--- src/rtl/bilinear_interp_core.sv ---
// bilinear_interp_core: three-stage bilinear pixel interpolator with an optional
// 2:1 horizontal/vertical decimator driving the output valid.
// Stage 1 blends horizontally, stage 2 blends vertically, stage 3 scales and clamps.
// Build option: define BILINEAR_ROUND_EN for round-half-up in stage 3; otherwise truncate.
`timescale 1ns/1ps

module bilinear_interp_core #(
    parameter int CH_NUM = 3,
    parameter int CH_W   = 8,
    parameter int FRAC_W = 4
) (
    input  logic                     clk,
    input  logic                     rst,
    input  logic                     frame_rst,
    input  logic                     dec_en,
    input  logic                     frame_i_vs,
    input  logic                     frame_i_hs,
    input  logic                     frame_i_valid,
    input  logic [CH_NUM*CH_W-1:0]   frame_i_data_00,
    input  logic [CH_NUM*CH_W-1:0]   frame_i_data_01,
    input  logic [CH_NUM*CH_W-1:0]   frame_i_data_10,
    input  logic [CH_NUM*CH_W-1:0]   frame_i_data_11,
    input  logic [FRAC_W-1:0]        frame_i_wx,
    input  logic [FRAC_W-1:0]        frame_i_wy,
    output logic                     frame_o_vs,
    output logic                     frame_o_hs,
    output logic                     frame_o_valid,
    output logic [CH_NUM*CH_W-1:0]   frame_o_data
);

    localparam int PW = CH_NUM * CH_W;
    localparam int AW = CH_W + FRAC_W;
    localparam int CW = CH_W + 2 * FRAC_W;

    // Weight of 1.0; a FRAC_W-bit weight can never reach it.
    localparam logic [FRAC_W:0] S_VAL   = {1'b1, {FRAC_W{1'b0}}};
    localparam logic [CH_W:0]   MAX_VAL = {1'b0, {CH_W{1'b1}}};
`ifdef BILINEAR_ROUND_EN
    localparam logic [CW:0]     RND_VAL = (CW + 1)'(1) << (2 * FRAC_W - 1);
`else
    localparam logic [CW:0]     RND_VAL = '0;
`endif

    // Decimation state
    logic hs_prev_q,  hs_prev_d;
    logic h_phase_q,  h_phase_d;
    logic v_phase_q,  v_phase_d;

    // Datapath pipeline
    logic [CH_NUM-1:0][AW-1:0] a_q, a_d;
    logic [CH_NUM-1:0][AW-1:0] b_q, b_d;
    logic [FRAC_W-1:0]         wy_q, wy_d;
    logic [CH_NUM-1:0][CW-1:0] c_q, c_d;
    logic [PW-1:0]             out_q, out_d;

    // Sideband delay lines, bit 2 is the output tap
    logic [2:0] vs_q,    vs_d;
    logic [2:0] hs_q,    hs_d;
    logic [2:0] valid_q, valid_d;

    logic              hs_rise;
    logic              keep;
    logic [FRAC_W:0]   wx_inv;
    logic [FRAC_W:0]   wy_inv;

    // Next-state for decimator phases, datapath stages and sideband delay lines
    always_comb begin
        logic [CW:0]   sum;
        logic [CH_W:0] shr;

        sum     = '0;
        shr     = '0;
        a_d     = '0;
        b_d     = '0;
        c_d     = '0;
        out_d   = '0;

        hs_rise = frame_i_hs & ~hs_prev_q;
        // Keep decision uses the phases as they stand before this cycle's update.
        keep    = dec_en ? (frame_i_valid & h_phase_q & v_phase_q) : frame_i_valid;

        hs_prev_d = frame_i_hs;
        h_phase_d = h_phase_q;
        v_phase_d = v_phase_q;
        if (frame_rst) begin
            h_phase_d = 1'b0;
            v_phase_d = 1'b1;
        end else begin
            if (hs_rise) begin
                h_phase_d = 1'b0;
                v_phase_d = ~v_phase_q;
            end else if (frame_i_valid) begin
                h_phase_d = ~h_phase_q;
            end
        end

        wx_inv = S_VAL - {1'b0, frame_i_wx};
        wy_inv = S_VAL - {1'b0, wy_q};

        for (int ch = 0; ch < CH_NUM; ch++) begin
            a_d[ch] = AW'(frame_i_data_00[ch*CH_W +: CH_W]) * AW'(wx_inv)
                    + AW'(frame_i_data_01[ch*CH_W +: CH_W]) * AW'(frame_i_wx);
            b_d[ch] = AW'(frame_i_data_10[ch*CH_W +: CH_W]) * AW'(wx_inv)
                    + AW'(frame_i_data_11[ch*CH_W +: CH_W]) * AW'(frame_i_wx);

            c_d[ch] = CW'(a_q[ch]) * CW'(wy_inv) + CW'(b_q[ch]) * CW'(wy_q);

            sum = {1'b0, c_q[ch]} + RND_VAL;
            shr = sum[CW:2*FRAC_W];
            out_d[ch*CH_W +: CH_W] = (shr > MAX_VAL) ? MAX_VAL[CH_W-1:0] : shr[CH_W-1:0];
        end

        wy_d    = frame_i_wy;
        vs_d    = {vs_q[1:0],    frame_i_vs};
        hs_d    = {hs_q[1:0],    frame_i_hs};
        valid_d = {valid_q[1:0], keep};
    end

    // Register all state; reset clears the pipeline and reopens the vertical phase
    always_ff @(posedge clk) begin
        if (rst) begin
            hs_prev_q <= 1'b0;
            h_phase_q <= 1'b0;
            v_phase_q <= 1'b1;
            a_q       <= '0;
            b_q       <= '0;
            wy_q      <= '0;
            c_q       <= '0;
            out_q     <= '0;
            vs_q      <= '0;
            hs_q      <= '0;
            valid_q   <= '0;
        end else begin
            hs_prev_q <= hs_prev_d;
            h_phase_q <= h_phase_d;
            v_phase_q <= v_phase_d;
            a_q       <= a_d;
            b_q       <= b_d;
            wy_q      <= wy_d;
            c_q       <= c_d;
            out_q     <= out_d;
            vs_q      <= vs_d;
            hs_q      <= hs_d;
            valid_q   <= valid_d;
        end
    end

    assign frame_o_vs    = vs_q[2];
    assign frame_o_hs    = hs_q[2];
    assign frame_o_valid = valid_q[2];
    assign frame_o_data  = out_q;

endmodule

--- config.mk ---
export PLATFORM = sky130hd
export DESIGN_NAME = bilinear_interp_core
export DESIGN_NICKNAME = d
export VERILOG_FILES = /design/src/rtl/bilinear_interp_core.sv
export SDC_FILE = /design/constraint.sdc
export NUM_CORES = 2
export LEC_CHECK = 0
export ABC_AREA = 1
export BUFFER_PORTS_ARGS = -buffer_cell sky130_fd_sc_hd__buf_2
export CELL_PAD_IN_SITES_DETAIL_PLACEMENT = 1
export CELL_PAD_IN_SITES_GLOBAL_PLACEMENT = 1
export CORE_MARGIN = 2
export CORE_UTILIZATION = 43
export CTS_CLUSTER_DIAMETER = 150
export DETAILED_ROUTE_END_ITERATION = 8
export GPL_TIMING_DRIVEN = 1
export PLACE_DENSITY = 0.86
export SETUP_SLACK_MARGIN = 0.2
export SYNTH_ARGS = -nofsm -noshare
export SYNTH_HDL_FRONTEND = slang
export SYNTH_SLANG_ARGS = --single-unit
--- constraint.sdc ---
create_clock -name clk -period 5.9 [get_ports clk]
set_input_delay 1.18 -clock clk [delete_from_list [all_inputs] [get_ports clk]]
set_output_delay 1.18 -clock clk [all_outputs]
set_load 0.05 [all_outputs]
==> out/results.txt <==
The design draws 12.8 mW. The cell count after synthesis came out at 3,761. The via-per-instance ratio works out to 4.89. The worst setup path is captured at a flop. The layout filler cell count is 8,226, and the synthesized net count is 4,615. After synthesis, the most frequently instantiated cells are sky130_fd_sc_hd__inv_1 (1,215), sky130_fd_sc_hd__nand2_1 (889), sky130_fd_sc_hd__fa_1 (513), sky130_fd_sc_hd__nor2_1 (324), sky130_fd_sc_hd__ha_1 (230). The signal on the critical path passes through inv_1 > ha_1 > nand2_1 > nand2_1 > inv_2 > buf_4 > nand2_1 > fa_1 > inv_1 > fa_1 > fa_1 > inv_1 > fa_1 > inv_1 > ha_1 > nand2_1 > nor2_1 > nand3_1 > a21oi_1 > nor2_1 > nor2_1 > nor2_1. The tools report the worst-case clock skew as 15.3 ps.

The tools report the startpoint class of the critical path as a flop. Setup violations remaining at the end of the flow were counted as 0. The remaining antenna violation count after routing came out at 0. The number of placement rows came out at 92.

The maximum number of buffers from clock root to sink is 2. In this design, the largest share of critical-path delay is due to adder cells. Number of enable-type register cells in the synthesized netlist: 0.

The width of the chip was 257 µm. The layout overhead on the synthesized area is 8.11%. The placed instances occupy a cell area of 0.0291 mm².

From bottom edge to top edge, the die measures 257 µm. The post-route fraction of the period consumed by the critical path was 90.2%; the number of flip-flops and latches in the synthesized netlist was 135. In this run, post-CTS repair resized a total of 0 instances. Yosys instantiated no cell more often than sky130_fd_sc_hd__inv_1. The clock input transition at the sequential cells of the worst setup and hold paths works out to 70 ps. Summing all multi-input logic gate instances after layout gives 0.0198 mm². The launching point of the worst reg2reg path was wy_q[1]. The worst setup slack before clock tree synthesis came out at 152 ps.

The standby leakage power was 18.3 nW. After the first detailed-routing iteration, the DRC count stood at 951. For this run, design rule violations remaining after detail routing come to 0. Yosys attributes the largest share of cell area to sky130_fd_sc_hd__fa_1 (37%), sky130_fd_sc_hd__inv_1 (17%), sky130_fd_sc_hd__nand2_1 (12%). Setup repair after global routing left no endpoint under its margin. The run gives 24.8% as the total routing resource utilization after global routing. In this run the post-CTS setup repair buffer count came out at 0. Sequential elements use 9.85% of the synthesized area. For this configuration, the core starts out at a cell density of 43.5%.

Together, buffers and inverters on the worst path number 6. The H-tree was split into 4 levels. The count of port buffers added during placement is 137. The slowest stage of the critical path belongs to the cell sky130_fd_sc_hd__dfxtp_1.

Counting buffers and inverters, the worst setup path is 22 cells deep. Leading area contributor after synthesis: sky130_fd_sc_hd__fa_1. In the final layout, flip-flops and latches occupy 0.00270 mm².

Detailed placement finished with a half-perimeter wire length of 65,200 µm. The run gives 138 as the I/O pin count. The hold buffer count at cts was 0; the full die area was 0.0658 mm². The run gives 0.000269 V as the maximum resistive drop on vdd. The startpoint-to-endpoint class of the critical path was reg -> reg. Counting instances, the worst hold path has a depth of 2. The iteration count of the initial detailed-routing pass was 4. The distinct cell type count after synthesis came out at 39.

The slack of the worst reg-to-reg path is 580 ps, and the max capacitance violation total is 0. The critical path startpoint is wy_q[1]. Number of global-route vias before repair: 26,500. The worst register-to-register path ends at c_q[44]. The pin count of the biggest net entering global routing came out at 97. The class of the tightest hold or removal check was reg -> reg. The number of endpoints with negative hold slack in the final report came out at 0. Routability-driven placement finished with a final weighted congestion of 0.861. For the source-to-sink clock delay at the later pin of the worst-skew pair, the log shows 470 ps. In the final layout, the share of cells above drive strength 1 is 5.63%.

The commonest register cell after synthesis is sky130_fd_sc_hd__dfxtp_1. The tools report the total negative slack as 0 ps. Global routing finished with a remaining overflow of 0. The tools report the data arrival at the endpoint of the critical path as 5680 ps. The mean cell area of the mapped netlist is 7.29 µm². On the worst path, the slowest cell contributes a delay of 600 ps.

The run finished with clean final reports. The run gives 23,000 as the vias after detailed routing. For this run, the post-layout net count is 4,712.

Based on the critical path, the design can be clocked at up to 188 MHz. Counting every sink on the clock net gives 135. The share of synthesized area in the top cell type comes to 37.4%.

The logs give 3 for the initial antenna violation count and 131,000 µm for the first-pass GRT wire length. For the number of buffers created by CTS, the log shows 17. For the final max-slew violation count, the log shows 0. In this run the power density over the cells is 431 mW/mm². Along the worst path, the maximum fanout reaches 18. In the final routed layout, each cell accounts on average for 16.6 µm. The tree is rooted in a sky130_fd_sc_hd__clkbuf_16. Headroom to the max-slew limit came out at 36.2%. At the pin with the least slew margin, the transition time is 958 ps. End of the critical path: c_q[44].

For this run, the number of Yosys warnings is 0. The routed design has 78,300 µm of wire. The finished cells cover 0.0297 mm². For the worst setup path, the data required time is 6260 ps. TritonCTS built the clock tree. Subtracting the final worst setup slack from the clock period gives 5320 ps. The path depth of the worst reg2reg path came out at 22.

The synthesized netlist occupies a cell area of 0.0274 mm². For this run, asynchronously set or reset flops after synthesis account for 0%. In this run the standard cell core region covers 0.0631 mm². The smallest setup slack after layout was 576 ps.
## per-stage QoR
step	util (%)	std cells	hold WS, ps
global placement	46.1	4685	389
CTS	47.0	4715	397
floorplan	-	3761	388
detailed placement	46.1	4685	396
finish	47.0	4718	399
global route	47.0	4718	416
## sequential cells by signal, summed over array words and instances (netlist names)
| name | flops |
|---|---|
| vs_q | 3 |
| hs_q | 3 |
| wy_q | 4 |
| c_q | 24 |
| frame_o_data | 24 |
| b_q | 36 |
| valid_q | 3 |
| a_q | 36 |
| h_phase_q | 1 |
| v_phase_q | 1 |
## how the worst min path moves through the flow
stage             from                to  slack (ps)
2_1_floorplan   c_q[8]   frame_o_data[0]         390
6_report       c_q[10]   frame_o_data[2]         400
4_1_cts        c_q[10]   frame_o_data[2]         400
3_3_place_gp   vs_q[0]           vs_q[1]         390
5_1_grt        c_q[46]  frame_o_data[22]         420
3_5_place_dp   c_q[43]  frame_o_data[19]         400
## placed cells by master (no fill, tap or decap), drive strengths merged, types with 6 or more instances in the layout
cell	netlist	layout
a21oi	120	120
a31oi	7	7
and2	6	6
buf	47	170
clkbuf	45	18
dfxtp	135	135
fa	513	513
ha	230	230
inv	1221	1222
nand2	892	892
nand3	62	62
nand4	8	8
nor2	326	326
nor3	11	11
o21a	7	7
o21ai	66	66
o21bai	9	9
xnor2	17	17
xor2	19	19
## routing by layer
layer	vias to the layer above	global-route usage [%]	wire length [µm]	part of all wire, %
met3	145	2.96	3260	4.2
li1	10800	-	-	-
met2	507	45.8	40400	52
met4	0	9.51	2640	3.4
met5	-	0	0	0
met1	11600	29.3	32000	41
## power by group
| group | internal, mW | total (mW) | switching [mW] |
|---|---|---|---|
| clock | 0.669 | 1.13 | 0.457 |
| combinational | 3.57 | 10.1 | 6.51 |
| sequential | 1.23 | 1.57 | 0.347 |
| total | 5.46 | 12.8 | 7.32 |
## cell families (layout without fill, tap and decap cells)
| kind of cell | Yosys count | in the layout | synth area share, % |
|---|---|---|---|
| simple gates | 1322 | 1322 | 18.8 |
| flops | 135 | 135 | 9.85 |
| buf+inv | 1313 | 1421 | 18.2 |
| compound gates | 212 | 212 | 4.07 |
| fa+ha+maj | 743 | 743 | 47.9 |
| xor+xnor | 36 | 36 | 1.15 |
| other cells | 0 | 3 | 0 |
## cell type report
cell class,instances,share of cell area [%]
Timing Repair Buffer,170,3.24
Clock buffer,18,1.48
Antenna cell,3,0.0253
Multi-Input combinational cell,2313,66.6
Tap cell,846,3.57
Clock inverter,12,0.519
Inverter,1221,15.5
Sequential cell,135,9.12
## worst register-to-register path, stage by stage (launching register included)
cell,delay (ps)
sky130_fd_sc_hd__dfxtp_1,600
sky130_fd_sc_hd__inv_1,90
sky130_fd_sc_hd__ha_1,220
sky130_fd_sc_hd__nand2_1,130
sky130_fd_sc_hd__nand2_1,100
sky130_fd_sc_hd__inv_2,350
sky130_fd_sc_hd__buf_4,270
sky130_fd_sc_hd__nand2_1,90
sky130_fd_sc_hd__fa_1,480
sky130_fd_sc_hd__inv_1,50
sky130_fd_sc_hd__fa_1,490
sky130_fd_sc_hd__fa_1,560
sky130_fd_sc_hd__inv_1,60
sky130_fd_sc_hd__fa_1,490
sky130_fd_sc_hd__inv_1,50
sky130_fd_sc_hd__ha_1,380
sky130_fd_sc_hd__nand2_1,130
sky130_fd_sc_hd__nor2_1,190
sky130_fd_sc_hd__nand3_1,110
sky130_fd_sc_hd__a21oi_1,140
sky130_fd_sc_hd__nor2_1,80
sky130_fd_sc_hd__nor2_1,100
sky130_fd_sc_hd__nor2_1,50
Power figures use the tool's default switching activity.
